[src/rtl/mem_arb_pkg.sv]
// Shared definitions for the two-requester memory port arbiter.
//   NUM_REQ    : number of requesters sharing the memory
//   ID_W       : width of a requester id
//   req_id_t   : requester id type
//   rsp_tag_t  : per-port response tag {valid, id}, captured on a grant
//   make_tag   : builds the response tag from a one-hot grant vector
package mem_arb_pkg;

  localparam int NUM_REQ = 2;
  localparam int ID_W    = 1;

  typedef logic [ID_W-1:0] req_id_t;

  typedef struct packed {
    logic    valid;
    req_id_t id;
  } rsp_tag_t;

  localparam rsp_tag_t TAG_IDLE = '{valid: 1'b0, id: 1'b0};

  // The grant vector is one-hot or zero, so bit 1 alone identifies the winner.
  function automatic rsp_tag_t make_tag(input logic [NUM_REQ-1:0] grant);
    rsp_tag_t tag;
    tag.valid = |grant;
    tag.id    = req_id_t'(grant[1]);
    return tag;
  endfunction

endpackage

[src/rtl/rr_arb2.sv]
// Two-way round-robin arbiter, purely combinational.
//   req_i   : request vector, bit N = requester N contends
//   last_i  : id of the previous winner on this port
//   grant_o : one-hot grant (all zero when nobody requests)
module rr_arb2
  import mem_arb_pkg::*;
(
  input  logic [NUM_REQ-1:0] req_i,
  input  req_id_t            last_i,
  output logic [NUM_REQ-1:0] grant_o
);

  // Lone contender always wins; on contention the requester that did not win last time wins.
  always_comb begin
    grant_o = 2'b00;
    case (req_i)
      2'b01: grant_o = 2'b01;
      2'b10: grant_o = 2'b10;
      2'b11: begin
        if (last_i == 1'b1) begin
          grant_o = 2'b01;
        end else begin
          grant_o = 2'b10;
        end
      end
      default: grant_o = 2'b00;
    endcase
  end

endmodule

[src/rtl/mem_port_arbiter.sv]
// Arbitrates two requesters onto a memory with one read and one write port.
// Read and write ports are arbitrated independently (round-robin each), so a
// read and a write may issue in the same cycle. Every accepted request gets a
// response exactly one cycle later: read data from mem_rdata, or a write ack
// with zero data.
//   clk, rst                 : clock, asynchronous active-high reset
//   reqN_valid/we/addr/wdata : request from requester N (N = 0, 1)
//   reqN_ready               : requester N won its port this cycle
//   rspN_valid/rdata         : one-cycle response to requester N
//   mem_wen/waddr/wdata      : memory write port (driven from the write winner)
//   mem_ren/raddr            : memory read port (driven from the read winner)
//   mem_rdata                : registered memory read data, one cycle after mem_ren
module mem_port_arbiter
  import mem_arb_pkg::*;
#(
  parameter int DATA_WIDTH = 32,
  parameter int ADDR_WIDTH = 32
) (
  input  logic                  clk,
  input  logic                  rst,
  input  logic                  req0_valid,
  output logic                  req0_ready,
  input  logic                  req0_we,
  input  logic [ADDR_WIDTH-1:0] req0_addr,
  input  logic [DATA_WIDTH-1:0] req0_wdata,
  output logic                  rsp0_valid,
  output logic [DATA_WIDTH-1:0] rsp0_rdata,
  input  logic                  req1_valid,
  output logic                  req1_ready,
  input  logic                  req1_we,
  input  logic [ADDR_WIDTH-1:0] req1_addr,
  input  logic [DATA_WIDTH-1:0] req1_wdata,
  output logic                  rsp1_valid,
  output logic [DATA_WIDTH-1:0] rsp1_rdata,
  output logic                  mem_wen,
  output logic [ADDR_WIDTH-1:0] mem_waddr,
  output logic [DATA_WIDTH-1:0] mem_wdata,
  output logic                  mem_ren,
  output logic [ADDR_WIDTH-1:0] mem_raddr,
  input  logic [DATA_WIDTH-1:0] mem_rdata
);

  logic [NUM_REQ-1:0] rd_req_s, wr_req_s;
  logic [NUM_REQ-1:0] rd_gnt_s, wr_gnt_s;
  req_id_t            rd_last_q, rd_last_d;
  req_id_t            wr_last_q, wr_last_d;
  rsp_tag_t           rd_tag_q, rd_tag_d;
  rsp_tag_t           wr_tag_q, wr_tag_d;

  // Requests are masked while in reset so nothing is granted or issued.
  assign rd_req_s = {req1_valid & ~req1_we, req0_valid & ~req0_we} & {NUM_REQ{~rst}};
  assign wr_req_s = {req1_valid &  req1_we, req0_valid &  req0_we} & {NUM_REQ{~rst}};

  rr_arb2 u_rd_arb (
    .req_i   (rd_req_s),
    .last_i  (rd_last_q),
    .grant_o (rd_gnt_s)
  );

  rr_arb2 u_wr_arb (
    .req_i   (wr_req_s),
    .last_i  (wr_last_q),
    .grant_o (wr_gnt_s)
  );

  // Ready handshakes and memory port muxing from the two winners.
  always_comb begin
    req0_ready = rd_gnt_s[0] | wr_gnt_s[0];
    req1_ready = rd_gnt_s[1] | wr_gnt_s[1];
    mem_ren    = |rd_gnt_s;
    mem_wen    = |wr_gnt_s;
    if (rd_gnt_s[1]) begin
      mem_raddr = req1_addr;
    end else if (rd_gnt_s[0]) begin
      mem_raddr = req0_addr;
    end else begin
      mem_raddr = '0;
    end
    if (wr_gnt_s[1]) begin
      mem_waddr = req1_addr;
      mem_wdata = req1_wdata;
    end else if (wr_gnt_s[0]) begin
      mem_waddr = req0_addr;
      mem_wdata = req0_wdata;
    end else begin
      mem_waddr = '0;
      mem_wdata = '0;
    end
  end

  // Next-state: pointers move only on a grant; tags record this cycle's winners.
  always_comb begin
    if (rd_gnt_s[1]) begin
      rd_last_d = req_id_t'(1'b1);
    end else if (rd_gnt_s[0]) begin
      rd_last_d = req_id_t'(1'b0);
    end else begin
      rd_last_d = rd_last_q;
    end
    if (wr_gnt_s[1]) begin
      wr_last_d = req_id_t'(1'b1);
    end else if (wr_gnt_s[0]) begin
      wr_last_d = req_id_t'(1'b0);
    end else begin
      wr_last_d = wr_last_q;
    end
    rd_tag_d = make_tag(rd_gnt_s);
    wr_tag_d = make_tag(wr_gnt_s);
  end

  // State registers; pointers reset to 1 so requester 0 wins the first contest.
  always_ff @(posedge clk or posedge rst) begin
    if (rst) begin
      rd_last_q <= req_id_t'(1'b1);
      wr_last_q <= req_id_t'(1'b1);
      rd_tag_q  <= TAG_IDLE;
      wr_tag_q  <= TAG_IDLE;
    end else begin
      rd_last_q <= rd_last_d;
      wr_last_q <= wr_last_d;
      rd_tag_q  <= rd_tag_d;
      wr_tag_q  <= wr_tag_d;
    end
  end

  // Responses decode straight from the registered tags; read data is the
  // memory's registered output, which lines up with the read tag.
  always_comb begin
    rsp0_valid = (rd_tag_q.valid && (rd_tag_q.id == 1'b0)) ||
                 (wr_tag_q.valid && (wr_tag_q.id == 1'b0));
    rsp1_valid = (rd_tag_q.valid && (rd_tag_q.id == 1'b1)) ||
                 (wr_tag_q.valid && (wr_tag_q.id == 1'b1));
    if (rd_tag_q.valid && (rd_tag_q.id == 1'b0)) begin
      rsp0_rdata = mem_rdata;
    end else begin
      rsp0_rdata = '0;
    end
    if (rd_tag_q.valid && (rd_tag_q.id == 1'b1)) begin
      rsp1_rdata = mem_rdata;
    end else begin
      rsp1_rdata = '0;
    end
  end

endmodule

[config.mk]
export PLATFORM = sky130hd
export DESIGN_NAME = mem_port_arbiter
export DESIGN_NICKNAME = d
export VERILOG_FILES = /design/src/rtl/mem_arb_pkg.sv /design/src/rtl/rr_arb2.sv /design/src/rtl/mem_port_arbiter.sv
export SDC_FILE = /design/constraint.sdc
export NUM_CORES = 1
export LEC_CHECK = 0
export CAP_MARGIN = 20
export CORE_AREA = 2 2 130 132
export DETAILED_ROUTE_END_ITERATION = 10
export DIE_AREA = 0 0 132 134
export PLACE_DENSITY = 0.58
export SYNTH_ARGS = -nofsm -noshare
export SYNTH_HDL_FRONTEND = slang
export SYNTH_SLANG_ARGS = --single-unit
[constraint.sdc]
create_clock -name clk -period 2.9 [get_ports clk]
set_clock_uncertainty 0.2 [all_clocks]
set_input_delay 0.87 -clock clk [delete_from_list [all_inputs] [get_ports clk]]
set_output_delay 0.87 -clock clk [all_outputs]
set_load 0.02 [all_outputs]
# After elaboration in Yosys (flattened, before gate mapping)
# Index checks and enable logic that the tools add are counted.
[classes]
eq_ne = 6
mux = 16
n_bitwise = 13
reduce_logical = 10
[op_table]
columns = ["cell", "count"]
rows = [
  ["$mux W32", 8],
  ["$pmux W2 S3", 2],
  ["$eq A2 B2 Y1 const B", 4],
  ["$not A1 Y1", 5],
  ["$and A1 B1 Y1", 4],
  ["$and A2 B2 Y2", 2],
  ["$eq A2 B1 Y1 const B", 2],
  ["$logic_and A1 B1 Y1", 4],
  ["$mux W1", 4],
  ["$mux W2", 2],
  ["$reduce_bool A2 Y1", 2],
  ["$reduce_or A2 Y1", 2],
  ["$logic_or A1 B1 Y1", 2],
  ["$or A1 B1 Y1", 2],
]
[totals]
ff_bits = 6
inputBits = 166
output_inout_bits = 166
wordCells = 51

# Longest topological paths before layout
# Gate-level depths: netlist of the first run.
[logic_depth]
word_depth = 7
depth_mapped = 6
depth_no_buf = 3

# Cells and area by module
# From an unflattened synthesis of the first run, not the netlist that was laid out.
[unflattened]
cells_unflattened = 227
hier_area_um2 = 1833.0
[modules_own_cells]
columns = ["mod", "n_inst", "cells_per_inst", "area_each_um2", "seq_area_each_um2"]
rows = [
  ["mem_port_arbiter", 1, 221, 1795.5, 152.6],
  ["rr_arb2", 2, 3, 18.8, 0.0],
]

# Worst setup path after synthesis of the first run
# No wires, ideal clock.
[synth_path]
path_kind = "input port to output port"
from = "in rst"
to = "out mem_waddr[15]"
arrival_time_ns = 1.825
required_ns = 1.830
path_slack_ns = 0.005
stages = 6
path_buffers = 3
path_cell_list = "buf_4 inv_2 buf_4 buf_2 nand2_1 o22ai_1"
[synth_between]
elab_chain_len = 6
word_cells_on_any_way = 8
classes_between = "3 x eq/ne; 3 x mux; 2 x bitwise"
[synth_lines]
columns = ["element", "line", "text"]
rows = [
  ["start: declaration", "mem_port_arbiter.sv:20", "input logic rst,"],
  ["$not A1 Y1 (*)", "mem_port_arbiter.sv:52", "assign wr_req_s = {req1_valid & req1_we, req0_valid & req0_we} & {NUM_REQ{~rst}};"],
  ["$and A2 B2 Y2 (*)", "mem_port_arbiter.sv:52", ""],
  ["$eq A2 B2 Y1 or $eq A2 B1 Y1 (tied branches)", "rr_arb2.sv:16", "case (req_i)"],
  ["$pmux W2 S3 (*)", "rr_arb2.sv:16", ""],
  ["$mux W32", "mem_port_arbiter.sv:82", "end else if (wr_gnt_s[0]) begin"],
  ["$mux W32 (*)", "mem_port_arbiter.sv:79", "if (wr_gnt_s[1]) begin"],
  ["end: declaration", "mem_port_arbiter.sv:36", "output logic [ADDR_WIDTH-1:0] mem_waddr,"],
]
# Mark *: on every way between the ends. The rest lies on a longest branch, timed or not.

# Worst setup path after layout of the first run
[layout_path]
from = "in req0_we"
to = "out mem_raddr[15]"
[layout_between]
elab_chain_len = 7
word_cells_on_any_way = 9
classes_between = "3 x eq/ne; 3 x mux; 3 x bitwise"
[layout_lines]
columns = ["element", "line", "text"]
rows = [
  ["start: declaration", "mem_port_arbiter.sv:23", "input logic req0_we,"],
  ["$not A1 Y1 (*)", "mem_port_arbiter.sv:51", "assign rd_req_s = {req1_valid & ~req1_we, req0_valid & ~req0_we} & {NUM_REQ{~rst}};"],
  ["$and A1 B1 Y1 (*)", "mem_port_arbiter.sv:51", ""],
  ["$and A2 B2 Y2 (*)", "mem_port_arbiter.sv:51", ""],
  ["$eq A2 B2 Y1 or $eq A2 B1 Y1 (tied branches)", "rr_arb2.sv:16", ""],
  ["$pmux W2 S3 (*)", "rr_arb2.sv:16", ""],
  ["$mux W32", "mem_port_arbiter.sv:74", "end else if (rd_gnt_s[0]) begin"],
  ["$mux W32 (*)", "mem_port_arbiter.sv:72", "if (rd_gnt_s[1]) begin"],
  ["end: declaration", "mem_port_arbiter.sv:39", "output logic [ADDR_WIDTH-1:0] mem_raddr,"],
]
# Marks and branches as above.

==> impl_metrics.toml, run 1 <==
[worst_setup_path]
cp-start-kind = "primary input"
cp_max_fo = 7
cp-end-kind = "output port"
crit_path_cell_trace = "buf_8 > nand2b_4 > buf_6 > o21bai_4 > buf_12 > buf_16 > buf_12 > o22ai_2 > buf_6"
path_delay_family = "buffers and inverters"
arrival_ns = 2.08
path_class = "in2out"
slowest_stage = "o21bai_4"
r2r_slack_ns = 1.27
cpPeakStageDelay_ns = 0.23
crit_required_ns = 1.83
path_buf_inv = 6

[sta]
setup_violations = 99
hold_viol = 0
slew_viol_final = 0
finalCriticalPeriod_ns = 3.15
fmaxAchievable_mhz = 317
hold_slack_ns = 0.362
worst_slack_ns = -0.250
worstMarginPinSlew_ns = 0.283
post-route-period-util_pct = 109
rsz0062_at_grt = "true"
relSlewSlack_pct = 81.1

[synthesis]
yosysSeqAreaShare_pct = 8.23
ys_seq_elements = 6
synth_top_area_share_pct = 21.6
yosysWarnings = 0
syn_area_um2 = 1860
yosysUniqueCellTypes = 27
synth_area_leaders = "o22ai_1, a22o_1, nand2_1"
syn_nets = 457
yosysTopAreaCell = "o22ai_1"
syn_area_per_cell_um2 = 6.38
syn_inst = 291

[finish]
drive_gt1_share_pct = 43.9
antennaDiodeCount = 0
stdcell_area_um2 = 7340
fin_util_pct = 45.1
fill_cells = 1528
num-nets-final = 842
syn_to_final_growth_pct = 296

[routing]
dr.pass1.iters = 4
drt-initial-drc-count = 146
wirelength_mm = 17.2
viasPerCell = 4.61
wl_per_cell_um = 19.2
route.detailed.drc = 0
antenna_left = 0
num_vias = 4117

[global_routing]
grt_pass1_wl_mm = 24.4
grt_max_degree = 34
grt_usage_pct = 17.3
antenna_found_initial = 0
grt_pass1_vias = 4314
grt_overflow_total = 0

[floorplan]
die-area_um2 = 17700
ios = 332
initial_core_util_pct = 11.4
die_h_um = 134
die_width_um = 132
fp.coreArea_um2 = 16300
rows = 47

[cts]
cts_tree = "done"
clockBufferDepth = 2
clock-sinks = 6
clk_latency_ns = 0.22
path_clk_slew_ns = 0.03
cts_buffers = 3
cts-root-buf = "clkbuf_16"
htree_levels = 1
ctsHoldBuffers = 0

[power_and_ir_drop]
peakVddDrop_mv = 0.162
power_per_cell_area_nw_per_um2 = 207
power_uw = 1520
p_leak_uw = 0.00317

[job]
cap_violations = 0

[hold_path]
worstHoldPathType = "reg2reg"

[run_status]
violations = "setup timing"
status = "finished, violations left"

[placement]
dpl_cell_area_um2 = 5570
portBuffers = 331
gp_congestion = 0.826
dp_hpwl_mm = 10.3
## metal layers
metal	vias up	wire length (um)	GRT usage (%)
met5	-	0	0
met4	0	333	3.99
met3	30	1290	4.50
met2	262	9130	33.0
met1	1949	6450	19.1
li1	1876	-	-
## final timing paths
path	startpoint	end	cells past startpoint
min in group asynchronous	rst	rd_tag_q[1]	4
max in group asynchronous	rst	rd_last_q	4
worst min register to register	rd_last_q	rd_last_q	2
worst max register to register	rd_last_q	rd_tag_q[0]	6
worst max-delay path	req0_we	mem_raddr[15]	9
worst min-delay path	rd_last_q	rd_last_q	2
## power by group
part	leakage (uW)	total, uW	switching [uW]	internal, uW
logic	0.00306	1190	534	655
registers	0.0000740	109	9.72	99.2
clock network	0.0000370	221	44.4	177
## synth_stat cells, drive strengths merged
library cell	number
a21o	1
a21oi	4
a22o	33
a311oi	1
a31o	1
and2	32
and3	32
buf	20
clkbuf	15
dfrtp	4
dfstp	2
inv	3
nand2	66
nand2b	2
nand3	1
nand3b	1
nor2	1
nor2b	1
nor3b	1
o21ai	3
o21bai	2
o22ai	64
o31ai	1
## cells by family after synthesis
kind of cell / synth area share [%]
compound gates: 43.0
buf+inv: 10.9
flops: 8.23
simple gates: 38.0
## worst min-delay path: cells and delay by family, from the launching register on
family | cells | cell delay (ns)
AO/OA/AOI/OAI | 2 | 0.16
flip-flops | 1 | 0.38
## flip-flops by register name, indices dropped and copies added (netlist names)
signal,flops
rd_tag_q,2
wr_tag_q,2
rd_last_q,1
wr_last_q,1
## per-stage QoR
| step | cells | setup slack, ns | TNS, ns |
|---|---|---|---|
| after floorplan | 291 | 0.00456 | 0 |
| after global routing | 894 | -0.283 | -19.07 |
| after CTS | 880 | -0.246 | -16.38 |
| after detailed placement | 833 | -1.04 | -108.84 |
| after global placement | 833 | -1.05 | -107.39 |
| final | 894 | -0.250 | -15.10 |
## final cells by class
class,instances,area (um2),area share [%]
repair buffers,415,4560,62.1
multi-input cells,247,2260,30.8
well taps,220,275,3.75
flip-flops and latches,6,153,2.08
clock buffers,3,75.1,1.02
inverters,3,18.8,0.256
## layout by cell type (no fill, tap or decap), types with 2 or more instances in the layout
cell               n
dfrtp_1            4
clkdlybuf4s15_1   14
dlygate4sd2_1     23
buf_16            14
inv_1              2
and2_1            32
buf_8              6
clkdlybuf4s15_2    5
buf_12            15
nand2_2            7
a22o_1            33
nand2b_4           2
dfstp_2            2
clkbuf_16          9
o22ai_1           11
o22ai_2            9
o21ai_0            3
clkbuf_2          18
nand2_1           58
buf_2              9
o21bai_4           2
buf_4             36
buf_6            107
clkdlybuf4s50_1  162
and3_1            32
o22ai_4           44
a21oi_2            3
## timing repair
action / in CTS / in global routing
buffers inserted: 28 / 14
gates resized for setup: 758 / 143
pin swaps: 39 / 21
cloned: 16 / 5
endpoints found under the setup margin: 162 / 129
Note: power is estimated with default switching activity, not from simulation.
==> run 2, diff against run 1 <==
==> constraint.sdc (replaced) <==
create_clock -name clk -period 2.9 [get_ports clk]
set_clock_uncertainty 0.2 [all_clocks]
set_input_delay 0.58 -clock clk [delete_from_list [all_inputs] [get_ports clk]]
set_output_delay 0.58 -clock clk [all_outputs]
set_load 0.02 [all_outputs]
==> impl_metrics.toml, run 2 (synthesized netlist as in run 1, its figures left out) <==
[run_status]
status = "complete, no violations"

[sta]
fmaxAchievable_mhz = 352
post-route-period-util_pct = 97.9
rsz0062_at_grt = "false"
worst_slack_ns = 0.0607
finalCriticalPeriod_ns = 2.84
setup_violations = 0
relSlewSlack_pct = 80.6
slew_viol_final = 0
worstMarginPinSlew_ns = 0.291
hold_viol = 0

[floorplan]
ios = 332
fp.coreArea_um2 = 16300
die_h_um = 134
rows = 47
die-area_um2 = 17700
die_width_um = 132
initial_core_util_pct = 11.4

[power_and_ir_drop]
internal_power_uw = 702
combPwrFrac_pct = 70.1
peakVddDrop_mv = 0.153
p_leak_uw = 0.00245
p_sw_uw = 429
power.share.clock_pct = 20.2
power_per_cell_area_nw_per_um2 = 212
switching_share_pct = 37.9
seq_power_share_pct = 9.8

[placement]
placed_cells = 831
place_ws_ns = -0.473
portBuffers = 331
dp_hpwl_mm = 10.3
gp_congestion = 0.819

[cts]
cts_tree = "done"
cts-root-buf = "clkbuf_16"
path_clk_slew_ns = 0.03
ctsHoldBuffers = 0
clockBufferDepth = 2
clk_latency_ns = 0.23
htree_levels = 1
clock-sinks = 6
cts_buffers = 3

[worst_setup_path]
arrival_ns = 2.06
cp_max_fo = 17
crit_required_ns = 2.12
cp_common_cell = "buf_4"
path_class = "in2out"
cp-start-kind = "primary input"
path_delay_family = "buffers and inverters"
crit_path_cell_trace = "clkdlybuf4s50_1 > buf_4 > a311oi_4 > buf_4 > buf_12 > a22o_1 > buf_2"
slowest_stage = "clkdlybuf4s50_1"
cp-end-kind = "output port"
cpPeakStageDelay_ns = 0.39
path_buf_inv = 5

[global_routing]
grt_pass1_vias = 3820
grt_usage_pct = 14.0
grt_overflow_total = 0
grt_pass1_wl_mm = 20.3
grt_max_degree = 45
antenna_found_initial = 0

[finish]
drive_gt1_share_pct = 23.8
syn_to_final_growth_pct = 188
mostFrequentLayoutCell = "clkdlybuf4s50_1"
num-nets-final = 792
final_cell_mix = "clkdlybuf4s50_1, buf_2, nand2_1, o22ai_1, a22o_1"
reg_top3 = "rd_tag_q: 2 flops, wr_tag_q: 2 flops"
fill_cells = 1758
antennaDiodeCount = 0
final_cell_count_no_fill = 845

[hold_path]
worstHoldPathType = "reg2reg"

[routing]
dr.pass1.iters = 4
viasPerCell = 4.44
wl_met1_mm = 5.35
antenna_left = 0
top_layer_used = "met4"
drt-initial-drc-count = 165
wirelength_mm = 13.7
wl_met3_mm = 1.21
wl_met2_mm = 6.90
route.detailed.drc = 0
wl_per_cell_um = 16.2
num_vias = 3753

[job]
cap_violations = 0
==> run 2: worst paths after layout <==
check / start / end / slack [ns] / depth (start not counted)
min reg2reg: rd_last_q / rd_last_q / 0.33 / 2
max in group asynchronous: rst / rd_last_q / 1.63 / 4
min in group asynchronous: rst / wr_tag_q[0] / 0.67 / 4
max: rst / mem_wdata[26] / 0.06 / 7
max reg2reg: rd_last_q / rd_tag_q[0] / 1.37 / 6
min: rd_last_q / rd_last_q / 0.33 / 2
==> run 2: metrics by stage <==
step | power (uW) | utilization, % | TNS [ns] | hold WS [ns] | instance area [um2]
6_report | 1130 | 32.8 | 0 | 0.325 | 5340
5_1_grt | 1190 | 32.8 | 0 | 0.376 | 5340
4_1_cts | 1150 | 34.0 | -1.64 | 0.326 | 5530
2_1_floorplan | 435 | - | 0 | 0.293 | 1860
3_3_place_gp | 928 | 34.1 | -34.13 | 0.299 | 5550
3_5_place_dp | 933 | 34.1 | -36.37 | 0.320 | 5550
==> run 2: layer usage <==
metal / vias up / track usage (%)
li1: 1762 / -
met2: 251 / 26.6
met5: - / 0
met3: 24 / 3.78
met1: 1716 / 15.5
met4: 0 / 3.32
==> run 2: worst reg2reg max path: cells and delay by family (launching register included) <==
kind / cells / cell delay, ns
DFF: 1 / 0.55
buffers and inverters: 4 / 0.51
AOI/OAI and AO/OA: 1 / 0.12
and+or+nand+nor: 1 / 0.04
==> run 2: final cells by class <==
| type | instances | area, um2 | area share (%) |
|---|---|---|---|
| repair buffers | 365 | 3290 | 61.6 |
| flip-flops and latches | 6 | 153 | 2.86 |
| well taps | 220 | 275 | 5.16 |
| inverters | 3 | 11.3 | 0.211 |
| clock buffers | 4 | 78.8 | 1.48 |
| multi-input cells | 247 | 1530 | 28.7 |
==> run 2: power groups by stage <==
stage	clock [uW]	combinational [uW]	sequential (uW)
5_1_grt	239	841	112
3_5_place_dp	0	823	111
6_report	228	792	110
2_1_floorplan	0	325	109
3_3_place_gp	0	817	111
4_1_cts	234	807	111
==> run 2: what timing repair did <==
action,4_1_cts,5_1_grt
endpoints found under the setup margin,99,75
gates resized for setup,338,55
gates cloned,3,1
pin swaps,1,1
buffers inserted,2,4
==> run 3, diff against run 2 <==
--- a/config.mk
+++ b/config.mk
@@ -7,6 +7,7 @@
 export LEC_CHECK = 0
 export CAP_MARGIN = 20
 export CORE_AREA = 2 2 130 132
+export CTS_BUF_LIST = sky130_fd_sc_hd__clkbuf_2 sky130_fd_sc_hd__clkbuf_4 sky130_fd_sc_hd__clkbuf_8
 export DETAILED_ROUTE_END_ITERATION = 10
 export DIE_AREA = 0 0 132 134
 export PLACE_DENSITY = 0.58
==> impl_metrics.toml, run 3 (synthesized netlist as in run 1, its figures left out) <==
[run_status]
status = "complete, no violations"

[cts]
clockBufferDepth = 2
clk_latency_ns = 0.22
clock-sinks = 6
path_clk_slew_ns = 0.04
cts_tree = "done"
cts_buffers = 3
htree_levels = 1
cts-root-buf = "clkbuf_8"
ctsHoldBuffers = 0

[floorplan]
fp.coreArea_um2 = 16300
die-area_um2 = 17700
rows = 47
die_h_um = 134
initial_core_util_pct = 11.4
ios = 332
die_width_um = 132

[placement]
dp_hpwl_mm = 10.3
gp_congestion = 0.819
portBuffers = 331
dpl_cell_area_um2 = 5550
place_ws_ns = -0.473
placed_cells = 831

[sta]
post-route-period-util_pct = 97.9
rsz0062_at_grt = "false"
finalCriticalPeriod_ns = 2.84
relSlewSlack_pct = 80.6
worstMarginPinSlew_ns = 0.290
hold_viol = 0
fmaxAchievable_mhz = 352
fin_tns_setup_ns = 0
setup_violations = 0
slew_viol_final = 0
worst_slack_ns = 0.0611

[worst_setup_path]
arrival_ns = 2.06
crit_path_cell_trace = "clkdlybuf4s50_1 > buf_4 > a311oi_4 > buf_4 > buf_12 > a22o_1 > buf_2"
crit_required_ns = 2.12
path_class = "in2out"
cp-start-kind = "primary input"
cp_common_cell = "buf_4"
slowest_stage = "clkdlybuf4s50_1"
cp_max_fo = 17
cp-end-kind = "output port"
cpPeakStageDelay_ns = 0.39

[finish]
syn_to_final_growth_pct = 186
antennaDiodeCount = 0
reg_top3 = "rd_tag_q: 2 flops, wr_tag_q: 2 flops"
final_cell_mix = "clkdlybuf4s50_1, buf_2, nand2_1, o22ai_1, a22o_1"
mostFrequentLayoutCell = "clkdlybuf4s50_1"
drive_gt1_share_pct = 24.0
stdcell_area_um2 = 5310
final_cell_count_no_fill = 845
num-nets-final = 792

[global_routing]
grt_usage_pct = 14.0
grt_pass1_vias = 3820
antenna_found_initial = 0
grt_pass1_wl_mm = 20.3
grt_overflow_total = 0
grt_max_degree = 45

[routing]
wl_per_cell_um = 16.2
wirelength_mm = 13.7
antenna_left = 0
viasPerCell = 4.42
dr.pass1.iters = 5
route.detailed.drc = 0
drt-initial-drc-count = 153
num_vias = 3732

[hold_path]
worstHoldPathType = "reg2reg"

[power_and_ir_drop]
peakVddDrop_mv = 0.124
power_per_cell_area_nw_per_um2 = 197
p_leak_uw = 0.00244
power_uw = 1040

[job]
cap_violations = 0
## run 3: cell counts in the layout (fill, tap and decap cells not counted)
Identical to the previous run, type by type.
## run 3: cell type report
type,count,area [um2]
Multi-Input combinational cell,247,1530
Fill cell,1764,11000
Inverter,3,11.3
Sequential cell,6,153
Timing Repair Buffer,365,3290
Clock buffer,4,48.8
Tap cell,220,275
## run 3: power by group
group / total (uW) / switching, uW / internal, uW
sequential: 110 / 11.1 / 99.2
clock: 142 / 37.6 / 104
combinational: 792 / 372 / 420
total: 1040 / 421 / 624
## run 3: what timing repair did
action,4_1_cts,5_1_grt
pin swaps,1,1
gates cloned,3,1
gates resized for setup,338,55
buffers inserted,2,4
setup endpoints to repair,99,75
## run 3: stage by stage
step                hold WS [ns]  util [%]
floorplan                  0.293         -
global placement           0.299      34.1
detailed placement         0.320      34.1
CTS                        0.327      33.8
global route               0.377      32.6
finish                     0.327      32.6
## run 3: worst paths after layout
check	cells past startpoint	slack, ns	end	start
max in group asynchronous	4	1.63	rd_last_q	rst
worst min-delay path	2	0.33	rd_last_q	rd_last_q
worst max-delay path	7	0.06	mem_wdata[26]	rst
min in group asynchronous	4	0.67	wr_tag_q[1]	rst
worst min register to register	2	0.33	rd_last_q	rd_last_q
worst max register to register	6	1.36	rd_tag_q[0]	rd_last_q
## run 3: worst max-delay path: cells and delay by family
kind                   cells  cell delay (ns)
AOI/OAI and AO/OA          2             0.44
buffers and inverters      5             1.02
## run 3: per-layer routing
metal  up-vias  wire [um]  global-route usage, %
met3        22       1150                   3.78
li1       1761          -                      -
met5         -          0                      0
met2       232       6880                   26.6
met4         0        236                   3.14
met1      1717       5430                   15.5
